--- src/rtl/pipe_mem_stage_if.sv ---
// Data-memory bus between the MEM pipeline stage and the data memory.
// The stage drives the request side; the memory answers with read data and
// an acknowledge that is only meaningful while a request is outstanding.
interface pipe_mem_stage_if;
  logic        dmem_req;
  logic        dmem_we;
  logic [31:0] dmem_addr;
  logic [31:0] dmem_wdata;
  logic [31:0] dmem_rdata;
  logic        dmem_ack;

  modport master (
    output dmem_req, dmem_we, dmem_addr, dmem_wdata,
    input  dmem_rdata, dmem_ack
  );

  modport slave (
    input  dmem_req, dmem_we, dmem_addr, dmem_wdata,
    output dmem_rdata, dmem_ack
  );
endinterface

--- src/rtl/pipe_mem_stage.sv ---
// MEM stage of a five-stage pipeline: issues loads/stores to a data memory
// with a variable-latency acknowledge, stalls earlier stages while waiting,
// and owns the MEM/WB pipeline register.
// Optional feature: define PIPEMEM_TIMEOUT_EN to abort accesses that are not
// acknowledged within TIMEOUT_CYCLES and raise the sticky merr flag.
module pipe_mem_stage #(
  parameter int TIMEOUT_CYCLES = 16
) (
  input  logic                      clk,
  input  logic                      clr,
  input  logic                      mwreg,
  input  logic                      mm2reg,
  input  logic                      mwmem,
  input  logic [31:0]               malu,
  input  logic [31:0]               mb,
  input  logic [4:0]                mrn,
  pipe_mem_stage_if.master          dmem,
  output logic                      mstall,
  output logic                      wwreg,
  output logic                      wm2reg,
  output logic [31:0]               wmo,
  output logic [31:0]               walu,
  output logic [4:0]                wrn,
  output logic                      merr
);

  generate
    if (TIMEOUT_CYCLES < 2 || TIMEOUT_CYCLES > 31) begin : g_bad_timeout
      $error("pipe_mem_stage: TIMEOUT_CYCLES must be within 2..31");
    end
  endgenerate

  typedef enum logic {IDLE, WAIT} state_t;

  state_t state;
  state_t next_state;
  logic   memop;
  logic   abort;
  logic   load_done;

  // A load wins when both load and store controls are set.
  assign memop            = mm2reg | mwmem;
  assign dmem.dmem_we     = mwmem & ~mm2reg;
  assign dmem.dmem_addr   = malu;
  assign dmem.dmem_wdata  = mb;
  assign dmem.dmem_req    = clr ? 1'b0 : ((state == WAIT) ? 1'b1 : memop);
  assign mstall           = dmem.dmem_req & ~dmem.dmem_ack & ~abort;
  assign load_done        = dmem.dmem_req & dmem.dmem_ack & mm2reg;

`ifdef PIPEMEM_TIMEOUT_EN
  localparam logic [4:0] LIMIT = 5'(TIMEOUT_CYCLES - 1);

  logic [4:0] wait_cnt;

  assign abort = (state == WAIT) & ~clr & ~dmem.dmem_ack & (wait_cnt == LIMIT);

  // Count cycles spent waiting; the count restarts whenever the FSM returns to IDLE.
  always_ff @(posedge clk) begin
    if (clr || next_state == IDLE) begin
      wait_cnt <= '0;
    end else if (state == WAIT) begin
      wait_cnt <= wait_cnt + 5'd1;
    end
  end

  // Sticky error flag recording that an access was abandoned by timeout.
  always_ff @(posedge clk) begin
    if (clr) begin
      merr <= 1'b0;
    end else if (abort) begin
      merr <= 1'b1;
    end
  end
`else
  assign abort = 1'b0;
  assign merr  = 1'b0;
`endif

  // Next-state logic: enter WAIT on an unacknowledged access, leave on ack or abort.
  always_comb begin
    next_state = state;
    case (state)
      IDLE: if (memop && !dmem.dmem_ack && !clr) next_state = WAIT;
      WAIT: if (dmem.dmem_ack || abort) next_state = IDLE;
      default: next_state = IDLE;
    endcase
  end

  // State register.
  always_ff @(posedge clk) begin
    if (clr) begin
      state <= IDLE;
    end else begin
      state <= next_state;
    end
  end

  // MEM/WB register: bubble while stalled, capture otherwise, squash writeback on abort.
  always_ff @(posedge clk) begin
    if (clr) begin
      wwreg  <= 1'b0;
      wm2reg <= 1'b0;
      wmo    <= '0;
      walu   <= '0;
      wrn    <= '0;
    end else if (mstall) begin
      wwreg  <= 1'b0;
      wm2reg <= 1'b0;
    end else if (abort) begin
      wwreg  <= 1'b0;
      wm2reg <= 1'b0;
      walu   <= malu;
      wrn    <= mrn;
    end else begin
      wwreg  <= mwreg;
      wm2reg <= mm2reg;
      walu   <= malu;
      wrn    <= mrn;
      if (load_done) wmo <= dmem.dmem_rdata;
    end
  end

endmodule

--- src/flat_wrapper.sv ---
// flat-port wrapper written by rule: the top's interface ports become plain ports
module pipe_mem_stage_flat 
#(
  parameter int TIMEOUT_CYCLES = 16
)
  (clk, clr, mwreg, mm2reg, mwmem, malu, mb, mrn, mstall, wwreg, wm2reg, wmo, walu, wrn, merr, dmem_dmem_req, dmem_dmem_we, dmem_dmem_addr, dmem_dmem_wdata, dmem_dmem_rdata, dmem_dmem_ack);
  pipe_mem_stage_if dmem_i ();
  input  logic clk;
  input  logic clr;
  input  logic mwreg;
  input  logic mm2reg;
  input  logic mwmem;
  input  logic [31:0] malu;
  input  logic [31:0] mb;
  input  logic [4:0] mrn;
  output logic mstall;
  output logic wwreg;
  output logic wm2reg;
  output logic [31:0] wmo;
  output logic [31:0] walu;
  output logic [4:0] wrn;
  output logic merr;
  output wire logic [$bits(dmem_i.dmem_req)-1:0] dmem_dmem_req;
  output wire logic [$bits(dmem_i.dmem_we)-1:0] dmem_dmem_we;
  output wire logic [$bits(dmem_i.dmem_addr)-1:0] dmem_dmem_addr;
  output wire logic [$bits(dmem_i.dmem_wdata)-1:0] dmem_dmem_wdata;
  input wire logic [$bits(dmem_i.dmem_rdata)-1:0] dmem_dmem_rdata;
  input wire logic [$bits(dmem_i.dmem_ack)-1:0] dmem_dmem_ack;
  assign dmem_dmem_req = dmem_i.dmem_req;
  assign dmem_dmem_we = dmem_i.dmem_we;
  assign dmem_dmem_addr = dmem_i.dmem_addr;
  assign dmem_dmem_wdata = dmem_i.dmem_wdata;
  assign dmem_i.dmem_rdata = dmem_dmem_rdata;
  assign dmem_i.dmem_ack = dmem_dmem_ack;
  pipe_mem_stage #(.TIMEOUT_CYCLES(TIMEOUT_CYCLES)) u_core (.clk(clk), .clr(clr), .mwreg(mwreg), .mm2reg(mm2reg), .mwmem(mwmem), .malu(malu), .mb(mb), .mrn(mrn), .dmem(dmem_i), .mstall(mstall), .wwreg(wwreg), .wm2reg(wm2reg), .wmo(wmo), .walu(walu), .wrn(wrn), .merr(merr));
endmodule
--- config.mk ---
export PLATFORM = sky130hd
export DESIGN_NAME = pipe_mem_stage_flat
export DESIGN_NICKNAME = d
export VERILOG_FILES = /design/src/rtl/pipe_mem_stage_if.sv /design/src/rtl/pipe_mem_stage.sv /design/src/flat_wrapper.sv
export SDC_FILE = /design/constraint.sdc
export NUM_CORES = 1
export LEC_CHECK = 0
export BUFFER_PORTS_ARGS = -buffer_cell sky130_fd_sc_hd__clkbuf_2
export CORE_MARGIN = 5
export CORE_UTILIZATION = 35
export DETAILED_ROUTE_END_ITERATION = 6
export HOLD_SLACK_MARGIN = 0.1
export PLACE_DENSITY = 0.74
export SETUP_SLACK_MARGIN = 0.15
export SYNTH_ARGS = -nofsm -noshare
export SYNTH_HDL_FRONTEND = slang
export SYNTH_SLANG_ARGS = --single-unit
--- constraint.sdc ---
create_clock -name clk -period 1.3 [get_ports clk]
set_clock_uncertainty 0.05 [all_clocks]
set_input_delay 0 -clock clk [delete_from_list [all_inputs] [get_ports clk]]
set_output_delay 0 -clock clk [all_outputs]
set_load 0.02 [all_outputs]
Word-level counts from Yosys, hierarchy flattened
Index checks and enable logic that the tools add are counted.
W data, S select, Z words.
{"block": "word_totals", "regBits": 72}
{"block": "op_classes", "n_reduce_logical": 6, "n_mux": 5, "bitwise_logic": 9}
{"operator": "$and A1 B1 Y1", "count": 4}
{"operator": "$mux W1", "count": 4}
{"operator": "$not A1 Y1", "count": 4}
{"operator": "$logic_and A1 B1 Y1", "count": 2}
{"operator": "$logic_not A1 Y1", "count": 2}
{"operator": "$pmux W1 S2", "count": 1}
{"operator": "$reduce_and A2 Y1", "count": 1}
{"operator": "$reduce_or A2 Y1", "count": 1}
{"operator": "$or A1 B1 Y1", "count": 1}

Logic depth before layout (Yosys ltp)
{"block": "depth", "depth_word": 6, "depth_mapped": 6, "mapped_depth_nobuf": 4}

Least setup slack after synthesis
OpenSTA, ideal clock, no wires.
{"block": "synth_path", "kind": "register to register", "startpoint": "register u_core.state", "endpoint": "register u_core.walu[10]", "stages_incl_launch_ff": 6, "synth_period_minus_slack_ns": 1.409, "setup_time_ns": 0.121, "setup_slack_ns": -0.109, "arrival_time_ns": 1.238, "cell_sequence": "dfxtp_1 nor3_1 or3_4 buf_6 buf_6 mux2_4"}
{"block": "synth_between", "elab_chain_cells": 3}
{"element": "start, declared", "line_no": "pipe_mem_stage.sv:35", "source": "state_t state;"}
{"element": "start signal, assigned", "line_no": "pipe_mem_stage.sv:94", "source": "state <= next_state;"}
{"element": "$mux W1 (2 in series)", "line_no": "pipe_mem_stage.sv:46", "source": "assign dmem.dmem_req = clr ? 1'b0 : ((state == WAIT) ? 1'b1 : memop);"}
{"element": "$and A1 B1 Y1", "line_no": "pipe_mem_stage.sv:47", "source": "assign mstall = dmem.dmem_req & ~dmem.dmem_ack & ~abort;"}
{"element": "end signal, assigned", "line_no": "pipe_mem_stage.sv:112", "source": "walu <= malu;"}
{"element": "end signal, assigned", "line_no": "pipe_mem_stage.sv:117", "source": "walu <= malu;"}
{"element": "end, declared", "line_no": "pipe_mem_stage.sv:22", "source": "output logic [31:0] walu,"}
Every way passes these cells.
A chain may end at the register's enable or synchronous reset.

Worst setup path after layout
{"block": "layout_path", "startpoint": "register u_core.state", "endpoint": "register u_core.walu[17]"}
The elaborated chain is that of the path after synthesis.

==> qor.yml <==
outcome: "finished, violations left"
violations: "setup timing"
vias: 2996
fin_nets: 662
cp-end-kind: "flop"
initial_core_util: 0.3569
num_rows: 35
power_density_nw_per_um2: 1052
p_int_mw: 3.850
crit_path_max_fanout: 4
drt_iter0_markers: 109
fin_cells: 668
grt_max_degree: 66
yosysTopAreaCellShare: 0.4392
dieArea_sq_um: 11410
ys_seq_area_frac: 0.4392
ios: 246
cellLeakagePower_nw: 2.556
fp.dieH_um: 106.8
grt_pass1_vias: 3170
n_antenna_cell: 0
area_delta_synth_final_pct: 55.32
clkSinkCount: 72
grt_overflow: 0
cts_tree: "built"
slew_viol_final: 0
synthCells: 336
antenna_found_initial: 0
post_route_cells_drive_above_1_share: 0.4399
crit_arrival_ns: 1.60
p_comb_frac: 0.240
hold_class: "input pin to flop"
ys_types: 17
via_per_inst: 4.485
clkPwrFrac: 0.306
netlist_area_sq_um: 3282
dieWidth_um: 106.8
yosys_warnings: 0
wl_um: 10060
syn-num-nets: 443
layout_common_cells: "clkbuf_2 (178), dlygate4sd3_1 (103), dfxtp_1 (71), nor2b_1 (38)"
cts_buffer_depth: 2
yosysTopAreaCell: "dfxtp_1"
core-area_sq_um: 9196
post-route-period-util: 1.103
track_usage: 0.1717
ys_ff_latch: 72
final-setup-viol-count: 38
layout_commonest_cell: "clkbuf_2"
required_ns: 1.47
clk_pin_slew_ns: 0.07
fmax_ghz: 0.6976
place_area_sq_um: 3832
swShare: 0.2823
io_buffers: 180
post_synth.cell_area_avg_sq_um: 9.768
final.setup.tns_ns: -2.149
ir_worst_vdd_mv: 0.5336
final.min_clock_period_ns: 1.434
max-cap-violations: 0
fin_ws_ns: -0.1335
path_class: "flop to flop"
synth_area_leaders: "dfxtp_1 (44%), buf_4 (15%), mux2_2 (10%)"
p_seq_frac: 0.454
cts_made_buffers: 9
grt_pass1_wl_um: 15420
postLayoutCellArea_sq_um: 5097
netSwitchingPower_mw: 1.514
ant_nets: 0
rsz0062_at_grt: "yes"
h-tree-depth: 3
drt-wirelength-per-cell_um: 15.05
drtPass1Iterations: 4
holdWs_ns: 0.1354
critPathLaunchType: "flop"
hpwl_um: 5884
hold_viol: 0
gp_congestion: 0.7557
clock-root-buffer: "clkbuf_8"
clk_latency_ns: 0.33
drc: 0
place_inst: 550
-- layer usage --
layer	vias up	track usage	routed length, um
met5	-	0	0
met4	0	0.07580	286
met3	23	0.06382	1048
met2	186	0.3237	5194
met1	1346	0.1650	3527
li1	1441	-	-
-- power groups by stage --
stage	combinational [mW]	sequential [mW]	clock [mW]
6_report	1.29	2.44	1.64
5_1_grt	1.38	2.45	1.80
4_1_cts	1.28	2.43	1.71
3_5_place_dp	0.940	2.48	0
3_3_place_gp	0.926	2.48	0
2_1_floorplan	0.586	2.66	0
-- state kept, by name, indices dropped and copies added, names as in the netlist --
signal         cells
u_core.state       1
u_core.walu       32
u_core.wm2reg      1
u_core.wmo        32
u_core.wrn         5
u_core.wwreg       1
-- Yosys cell counts, drive strengths merged --
cell type,n
buf,74
clkbuf,10
conb,1
dfxtp,72
inv,35
mux2,37
nand3b,33
nor2,1
nor2b,38
nor3,1
nor3b,1
o21ai,32
or3,1
-- cell families after synthesis --
group / Yosys count / share of synthesized area
mux: 37 / 0.1361
compound gates: 32 / 0.04880
buf+inv: 119 / 0.2185
simple gates: 75 / 0.1563
other cells: 1 / 0.001143
flops: 72 / 0.4392
-- critical path, cell delays in order (launching register included) --
cell and delay [ns]:
dfxtp_2 0.33, nor3_2 0.04, or3_4 0.36, buf_6 0.14, buf_6 0.12, mux2_4 0.29
-- worst paths after layout --
check,startpoint,endpoint,slack (ns),cells after the start
worst max-delay path,u_core.state,u_core.walu[17],-0.13,5
worst min register to register,u_core.walu[3],u_core.walu[3],0.43,1
worst max register to register,u_core.state,u_core.walu[17],-0.13,5
worst min-delay path,dmem_dmem_ack,u_core.state,0.14,5
-- timing repair --
action / 4_1_cts / 5_1_grt
setup buffers: 2 / 0
pin swaps: 2 / 1
gates resized for setup: 10 / 3
endpoints found under the hold margin: 102 / 0
hold buffers: 103 / 0
cloned: 0 / 0
endpoints found under the setup margin: 40 / 41
-- final cells by class --
| class | count | area, sq um |
|---|---|---|
| repair buffers | 292 | 2067 |
| fillers | 775 | 4099 |
| flip-flops and latches | 72 | 1443 |
| inverters | 35 | 133.9 |
| well taps | 111 | 138.9 |
| multi-input cells | 145 | 1136 |
| clock buffers | 13 | 178.9 |
-- stage by stage --
| stage | setup slack (ns) | util | power (mW) |
|---|---|---|---|
| floorplan | -0.1068 | - | 3.243 |
| global placement | -0.06528 | 0.4167 | 3.403 |
| detailed placement | -0.09790 | 0.4167 | 3.423 |
| CTS | -0.2004 | 0.5537 | 5.425 |
| global route | -0.1735 | 0.5543 | 5.631 |
| finish | -0.1335 | 0.5543 | 5.365 |
No activity file was read; power rests on OpenSTA's default activity.
